[config.mk]
export PLATFORM = sky130hd
export DESIGN_NAME = uart_tx_fifo
export DESIGN_NICKNAME = d
export VERILOG_FILES = /design/src/rtl/uart_tx_fifo.sv
export SDC_FILE = /design/constraint.sdc
export NUM_CORES = 1
export LEC_CHECK = 0
export ABC_AREA = 0
export CAP_MARGIN = 0
export CORE_MARGIN = 10
export CORE_UTILIZATION = 60
export CTS_BUF_LIST = sky130_fd_sc_hd__clkbuf_2
export CTS_CLUSTER_SIZE = 10
export DETAILED_ROUTE_END_ITERATION = 12
export GPL_ROUTABILITY_DRIVEN = 0
export HOLD_SLACK_MARGIN = 0.03
export PLACE_DENSITY = 0.84
export RECOVER_POWER = 50
export SYNTH_ARGS = -nofsm -noshare
export SYNTH_HDL_FRONTEND = slang
export SYNTH_SLANG_ARGS = --single-unit
[constraint.sdc]
create_clock -name clk -period 2.9 [get_ports clk]
set_input_delay 0.58 -clock clk [delete_from_list [all_inputs] [get_ports clk]]
set_output_delay 0.58 -clock clk [all_outputs]
set_load 0.01 [all_outputs]
[src/rtl/uart_tx_fifo.sv]
// 8N1 UART transmitter that pulls bytes from an upstream FIFO with one-cycle read latency.
// Back-to-back bytes are sent with two idle-high cycles (POP, LOAD) between frames.
module uart_tx_fifo #(
    parameter int unsigned BAUD_DIV = 434
) (
    input  logic       clk,
    input  logic       rst,
    input  logic [7:0] fifo_data,
    input  logic       fifo_empty,
    output logic       fifo_read,
    output logic       tx,
    output logic       busy,
    output logic       tx_done
);

    typedef enum logic [2:0] {
        IDLE,
        POP,
        LOAD,
        START,
        DATA,
        STOP
    } state_e;

    localparam logic [15:0] BIT_LAST = 16'(BAUD_DIV - 1);

    state_e      state_q, state_d;
    logic [15:0] baud_cnt_q, baud_cnt_d;
    logic [2:0]  bit_cnt_q, bit_cnt_d;
    logic [7:0]  shift_q, shift_d;
    logic        tx_q, tx_d;
    logic        busy_q, busy_d;
    logic        fifo_read_q, fifo_read_d;
    logic        tx_done_q, tx_done_d;
    logic        bit_end;

    assign bit_end = (baud_cnt_q == BIT_LAST);

    always_comb begin
        // NOTE: every signal written here gets a default first, so no path can infer a latch.
        state_d    = state_q;
        baud_cnt_d = baud_cnt_q + 16'd1;
        bit_cnt_d  = bit_cnt_q;
        shift_d    = shift_q;

        case (state_q)
            IDLE: begin
                baud_cnt_d = '0;
                if (!fifo_empty) state_d = POP;
            end
            POP: begin
                baud_cnt_d = '0;
                state_d    = LOAD;
            end
            LOAD: begin
                baud_cnt_d = '0;
                bit_cnt_d  = '0;
                shift_d    = fifo_data;
                state_d    = START;
            end
            START: begin
                if (bit_end) begin
                    baud_cnt_d = '0;
                    state_d    = DATA;
                end
            end
            DATA: begin
                if (bit_end) begin
                    baud_cnt_d = '0;
                    shift_d    = {1'b0, shift_q[7:1]};
                    bit_cnt_d  = bit_cnt_q + 3'd1;
                    if (bit_cnt_q == 3'd7) state_d = STOP;
                end
            end
            STOP: begin
                if (bit_end) begin
                    baud_cnt_d = '0;
                    state_d    = fifo_empty ? IDLE : POP;
                end
            end
            default: begin
                baud_cnt_d = '0;
                state_d    = IDLE;
            end
        endcase

        // Outputs are decoded from the next state so the registered versions line up with it.
        fifo_read_d = (state_d == POP);
        busy_d      = (state_d != IDLE);
        tx_done_d   = (state_d == STOP) && (baud_cnt_d == BIT_LAST);
        case (state_d)
            START:   tx_d = 1'b0;
            DATA:    tx_d = shift_d[0];
            default: tx_d = 1'b1;
        endcase
    end

    always_ff @(posedge clk or posedge rst) begin
        if (rst) begin
            state_q     <= IDLE;
            baud_cnt_q  <= '0;
            bit_cnt_q   <= '0;
            shift_q     <= '0;
            tx_q        <= 1'b1;
            busy_q      <= 1'b0;
            fifo_read_q <= 1'b0;
            tx_done_q   <= 1'b0;
        end else begin
            // NOTE: non-blocking updates so every flop sees pre-edge values of the others.
            state_q     <= state_d;
            baud_cnt_q  <= baud_cnt_d;
            bit_cnt_q   <= bit_cnt_d;
            shift_q     <= shift_d;
            tx_q        <= tx_d;
            busy_q      <= busy_d;
            fifo_read_q <= fifo_read_d;
            tx_done_q   <= tx_done_d;
        end
    end

    assign tx        = tx_q;
    assign busy      = busy_q;
    assign fifo_read = fifo_read_q;
    assign tx_done   = tx_done_q;

endmodule

== Yosys cells after proc, flatten, opt, wreduce, memory -nomap -nowiden ==
Index checks and enable logic that the tools add are counted.
Storage, ports and cells
  output and inout port bits: 4
  bits of input ports: 11
  logic and storage cells: 44
  flip-flop bits (word level): 34
Operators by class
  add/subtract/negate cells: 2
  eq/ne operators: 13
  muxes and demuxes: 14
  reductions and logical operators: 6
Operators by type and width (number)
  $eq 16x9->1 const B: 2
  $mux 16: 2
  $mux 3: 6
  $pmux 3 s6: 1
  $add 16x1->16 const B: 1
  $pmux 8 s2: 1
  $eq 3x3->1 const B: 5
  $eq 3x2->1 const B: 3
  $mux 8: 1
  $eq 3x1->1 const B: 2
  $pmux 3 s2: 1
  $add 3x1->3 const B: 1
  $logic_not 3->1: 1
  $reduce_bool 3->1: 1
  $reduce_or 3->1: 1
  $ne 2x2->1 const B: 1
  $pmux 1 s2: 1
  $reduce_and 2->1: 1
  $reduce_bool 2->1: 1
  $logic_and 1x1->1: 1
  $mux 1: 1

== Depth between registers and ports, before layout ==
  depth after elaboration: 6
  gate-level depth with buffers: 8
  depth with buffers taken out: 7

== Worst setup path after synthesis ==
OpenSTA, ideal clock, no wires.
  path kind: flip-flop to flip-flop
  start point: register baud_cnt_q[3]
  end point: register tx_done_q, in the netlist tx_done
  buffers on the path: 1
  data required time: 2.789 ns
  library setup time: 0.111 ns
  path slack: 0.574 ns
  cell stages (with the launch flop): 7
  clock period less this slack: 2.326 ns
  data arrival time: 2.215 ns
  cells stage by stage: dfrtp_1 > clkbuf_1 > nand4_1 > nor4_1 > xnor2_1 > or4b_2 > a2111oi_2
On the way
  longest elaborated chain between the ends: 5
  elaborated cells on any way between the ends: 11
  classes of those cells: add/sub: 1; eq/ne: 3; mux: 6; reduce/logical: 1
Ends and longest elaborated chain
  start, declared: line 28  | logic [15:0] baud_cnt_q, baud_cnt_d;
  start signal, assigned: line 111  | baud_cnt_q <= baud_cnt_d;
  $add 16x1->16 or $eq 16x9->1 (tied branches): line 42, 37
  $mux 16 (tied with other cells): line 62, 68, 76
  $mux 16 or $pmux 3 s6 (tied branches)
  $eq 16x9->1 or $eq 3x3->1 (tied branches): line 90  | tx_done_d = (state_d == STOP) && (baud_cnt_d == BIT_LAST);
  $logic_and 1x1->1 (*): line 90
  net tx_done_d: line 34  | logic tx_done_q, tx_done_d;
  end signal, assigned: line 117  | tx_done_q <= tx_done_d;
  end, declared: line 34
The timed path passes the listed nets; every way through them passes the cells marked *.
A chain may end at the register's enable or synchronous reset.

== Worst setup path after layout ==
  start point: register baud_cnt_q[1]
  end point: register tx_q, in the netlist tx
On the way
  elaborated cells on any way between the ends: 10
  classes of those cells: eq/ne: 3; mux: 7
RTL lines
  $eq 16x9->1: line 37  | assign bit_end = (baud_cnt_q == BIT_LAST);
  $mux 8: line 68  | if (bit_end) begin
  $pmux 8 s2: line 46  | case (state_q)
  net shift_d[0]: line 30  | logic [7:0] shift_q, shift_d;
  $pmux 1 s2: line 91  | case (state_d)
  net tx_d: line 31  | logic tx_q, tx_d;
  end signal, assigned: line 114  | tx_q <= tx_d;
  end, declared: line 31
The timed path passes the listed nets, and every way through them passes these cells. The select of a mux whose other input is x is not followed.

==> summary.md <==
| Metric | Value |
|---|---|
| Status | finished with violations |
| Failing checks | capacitance limit, slew limit |
| Core ar. | 3000 um^2 |
| Static Leak | 0.941 nW |
| Drt total wl | 3.64 mm |
| Synth Area per Inst | 9.63 um^2 |
| Yosys warns | 0 |
| Number of global-route vias before repair | 1,477 |
| Pin count of the biggest net entering global routing | 35 |
| Post-DP Area | 2020 um^2 |
| Worst reg-to-reg path cell count | 8 |
| Syn_nets | 208 |
| Iteration-0 DRC Markers | 138 |
| Synthesized area | 1860 um^2 |
| Largest stage delay, worst path | 530 ps |
| Post-cts hold buffer count | 0 |
| Setup TNS Final | 0 ps |
| Vias | 1,466 |
| Port bufs | 14 |
| Non-Filler Instances | 242 |
| Async SR Flop Fraction | 100% |
| Final Hold Vio Count | 0 |
| Hold Path Stages | 2 |
| Critical R2R Capture | tx |
| Initial antenna violation count | 0 |
| Initial Util | 61.9% |
| Cell count after placement | 234 |
| Peak VDD IR | 0.000206 V |
| Setup bufs post-CTS | 0 |
| Min Tclk post-route | 2480 ps |
| Die Span Y | 75.7 um |
| Post-synth top area share | 44.4% |
| Clock Root Buffer | clkbuf_2 |
| Crit start category | register |
| Final worst slack | 416 ps |
| CP Cell Sequence | inv_1 > ha_1 > or4b_1 > nor4_4 > buf_4 > and2_1 > a221o_1 > o21a_1 |
| RSZ-0062 raised after global routing | false |
| Fin. max-slew vios | 35 |
| Unique cell type count in the Yosys netlist | 50 |
| Dpl hpwl | 2.71 mm |
| DIE AREA | 5730 um^2 |
| Finished Core Util | 68.6% |
| Htree depth | 2 |
| Layout Nets | 223 |
| First-pass DRT Iterations | 4 |
| Max Clk Rate | 0.403 GHz |
| GRT overflow | 0 |
| Fillers | 229 |
| CTS tree | built |
| Sequential area share after synthesis | 45.8% |
| Slew @ Worst Pin | 1680 ps |
| Worst flop-to-flop path startpoint | baud_cnt_q[1] |
| Setup crit end kind | register |
| Max Buffers Root-to-Sink | 2 |
| Area leader, netlist | dfrtp_1 |
| Top cells by area, synth | dfrtp_1, nand2_1, nor2_1 |
| DR WL/cell | 15.0 um |
| CP max FO | 10 |
| Area growth from synthesis to layout | 10.8% |
| Ys flop type | dfrtp_1 |
| CTS Buf Count | 5 |
| Post-synthesis instance total | 193 |
| Number of remaining DRC errors | 0 |
| Setup crit end | tx |
| Final setup viols | 0 |
| Vias/cell | 6.06 |
| Antenna viol nets, final | 0 |
| Gates resized, CTS repair | 0 |
| DIE WIDTH | 75.7 um |
| Setup Skew | 12.6 ps |
| WS Path Type | reg -> reg |
| Row count | 20 |
| Normalized max-slew margin | -12.3% |
| Post-synth EDFFs | 0 |
| Clk slew on worst S/H paths | 150 ps |
| First-pass GRT wire length | 6.61 mm |
| # diodes | 0 |
| I/O pins | 15 |
| Setup WS pre-CTS | 333 ps |
| Pwr Total | 0.723 mW |
| R2r setup slk | 420 ps |
| Min-delay worst type | reg -> reg |
| Design area | 2060 um^2 |
| Max-cap violations | 1 |
| Pwr dens | 351 nW/um^2 |
| Clk sinks | 34 |
| Tcrit/Tclk final | 85.6% |
| Worst path slowest cell | or4b_1 |
| Share of layout cells above drive strength 1 | 12.0% |
| Latest clock arrival within the worst-skew pair | 360 ps |
| Crit path from | baud_cnt_q[1] |
| Commonest non-fill, non-tap cell in the layout | dfrtp_1 |
| Most frequent cells in the layout | dfrtp_1, nor2_1, nand2_1 |
| CP required | 3220 ps |
| Number of synthesized register bits | 34 |
| Hold_ws | 501 ps |
| CP arrival | 2800 ps |
| All-layer global routing usage | 15.0% |
power by group:
part	internal (mW)	switching [mW]	total [mW]
clock	0.0712	0.140	0.211
sequential	0.480	0.00306	0.483
combinational	0.0144	0.0140	0.0284
total	0.566	0.157	0.723
layer usage:
metal	share of wire (%)	global-route usage, %
met1	45	19.0
met4	0.66	8.04
met3	5.8	3.65
met5	0	0
met2	48	22.9
layout make-up:
class,instances,area [um^2],share of cell area (%)
sequential,34,852,41.3
multi-input combinational,143,935,45.4
timing repair buffer,19,174,8.44
inverter,5,18.8,0.911
clock buffer,8,40.0,1.94
tap,33,41.3,2.00
state kept, by name (all words and copies together), names as in the netlist:
name        cells
tx              1
bit_cnt_q       3
fifo_read       1
shift_q         8
baud_cnt_q     16
state_q         3
tx_done         1
busy            1
cells by family after synthesis:
family | synth area share (%)
muxes | 1.21
DFF | 45.8
AOI/OAI and AO/OA | 15.1
xor gates and xnor gates | 6.12
and+or+nand+nor | 25.2
buffers and inverters | 3.90
adders and majority gates | 2.69
worst min-delay path by stage:
| stage | startpoint | endpoint | slack (ps) |
|---|---|---|---|
| 2_1_floorplan | shift_q[1] | shift_q[1] | 450 |
| 3_3_place_gp | shift_q[1] | shift_q[1] | 460 |
| 3_5_place_dp | shift_q[1] | shift_q[1] | 470 |
| 4_1_cts | shift_q[1] | shift_q[1] | 500 |
| 5_1_grt | shift_q[5] | shift_q[5] | 530 |
| 6_report | shift_q[1] | shift_q[1] | 500 |
cells in the mapped netlist (2+ instances only):
master and number:
nand4_1 5, a21oi_1 2, a22oi_1 6, nor4_1 4, o21ai_0 8, or4b_2 3, nor2_1 23, o21a_1 2
clkbuf_1 6, dfrtp_1 33, or4_4 2, o211ai_1 2, xnor2_1 9, or3_1 3, xor2_1 4, ha_1 4
nand2_1 23, nor3_1 5, nand2b_1 2, a31oi_1 2, and3_1 2, inv_1 5, buf_2 4, and2_1 2
nand3_1 7
worst max-delay path: cells and delay by family (launching register included):
kind                     cells  cell delay [ps]
AND/OR/NAND/NOR              3             1210
flip-flops                   1              460
AO/OA/AOI/OAI                2              360
buffers and inverters        2              280
adder cells (fa/ha/maj)      1              140
(Power assumes the default switching activity.)
==> RTL change (same flow settings) <==
Reset style: synchronous (`rst`), changed in one clocked block.
--- a/src/rtl/uart_tx_fifo.sv
+++ b/src/rtl/uart_tx_fifo.sv
@@ -97,3 +97,3 @@
 
-    always_ff @(posedge clk or posedge rst) begin
+    always_ff @(posedge clk) begin
         if (rst) begin
Function: differs if rst is asserted again (counterexample within 4 cycles, from zero or initial values and one cycle with rst high); with rst held inactive, the same outputs for 10 cycles.
==> RTL change against the original RTL <==
- routed wire length is 0.71% lower
- cell count decreased by 1.2%
- sequential cell count did not move
- critical endpoint is now tx_done
- maximum frequency decreased by 0.84%
- synthesized cell count grew 2.1%
- area after synthesis decreased by 8.7%
- design area fell by 9.8%
- worst setup slack got worse by 0.021 ns
Power is not compared: it rests on default switching activity, and its combinational part moved more than twofold at a synthesized area within 25%.
==> RTL change: results <==
[run_status]
status = "complete, no violations"

[logic_synthesis]
synth.area.mux_share_pct = 1.179
synth_cells = 197
synth-compound-area-share_pct = 16.88
synthAdderAreaFrac_pct = 2.948
synth_fp_nets = 212
synth_cell_types = 48
synthXorXnorAreaFrac_pct = 6.190
ys_top_cells_by_count = "dfxtp_1 (34), nor2_1 (20), nand2_1 (19)"
yosysSeqAreaShare_pct = 40.09
synthTopCellsByArea = "dfxtp_1 (40%), a21oi_1 (4.4%), nor2_1 (4.4%)"

[final_layout]
multi_input_cells = 148
clock_cell_area_share_pct = 1.884
multi_input_area_share_pct = 50.67
n_fill_cell = 228
num-nonclk-buffers = 15
seq-cell-share_pct = 36.61
buffer_area_share_pct = 7.941
fin_cells = 239
seq_area_um2 = 680.7
antennaDiodeCount = 0
inverters = 4
clkbuf_count = 7
drive_gt1_share_pct = 10.10

[global_route]
grt_pass1_wl_um = 5975
grt_pass1_vias = 1421

[setup_path]
cpPeakStageDelay_ns = 0.72
crit-reg2reg-launch = "baud_cnt_q[6]"
cp_slowest_cell = "nor4_2"
rrSetupSlack_ns = 0.40
reg2regPathDepth = 5
r2r-end = "tx_done"
worstPathMaxFanout = 8

[clocking]
cts.clk_slew.worst_paths_ns = 0.17
cts_inserted_buffers = 5
htreeDepth = 2
cts_setup_buffers = 0

[timing]
hold_slack_ns = 0.4712
relSlewSlack_pct = 48.68
fmax_ghz = 0.3993
fin_worst_skew_ns = 0.01369

[placement]
place_area_mm2 = 0.001839
placed_cells = 232
pre_cts_ws_ns = 0.6580
dp_hpwl_um = 2712

[worst_hold_path]
min_to = "shift_q[6]"
worstHoldStart = "shift_q[6]"

[power_and_ir_drop]
leakage_nw = 0.5959

[floorplanning]
die_w_um = 73.20

[detailed_routing]
drtIter0Drc = 120
wirelength_um = 3613
==> RTL change: changes by cell type after synthesis, moves of 4 or more <==
cell / change
a21oi_1: +13
nor2b_1: +4
dfrtp_1: -33
o21ai_0: -5
nand2_1: -4
dfxtp_1: +34
==> RTL change: worst max path at each step <==
stage / to / cells past startpoint / start
final: tx_done / 5 / baud_cnt_q[6]
after global routing: tx / 5 / baud_cnt_q[6]
after CTS: tx_done / 5 / baud_cnt_q[6]
after detailed placement: tx_done / 5 / baud_cnt_q[6]
after global placement: tx / 5 / baud_cnt_q[6]
after floorplan: baud_cnt_q[10] / 6 / baud_cnt_q[6]
==> RTL change: where the power goes <==
group | switching (mW) | internal, mW
combinational | 0.0351 | 0.0382
sequential | 0.0105 | 0.480
clock | 0.150 | 0.0629
==> RTL change: per-layer routing <==
layer / share of wire (%) / up-vias / GRT usage [%]
met5: 0 / - / 0
met4: 1.9 / 0 / 6.540
met3: 3.5 / 6 / 4.898
met2: 52 / 28 / 24.83
met1: 42 / 697 / 13.81
li1: - / 735 / -
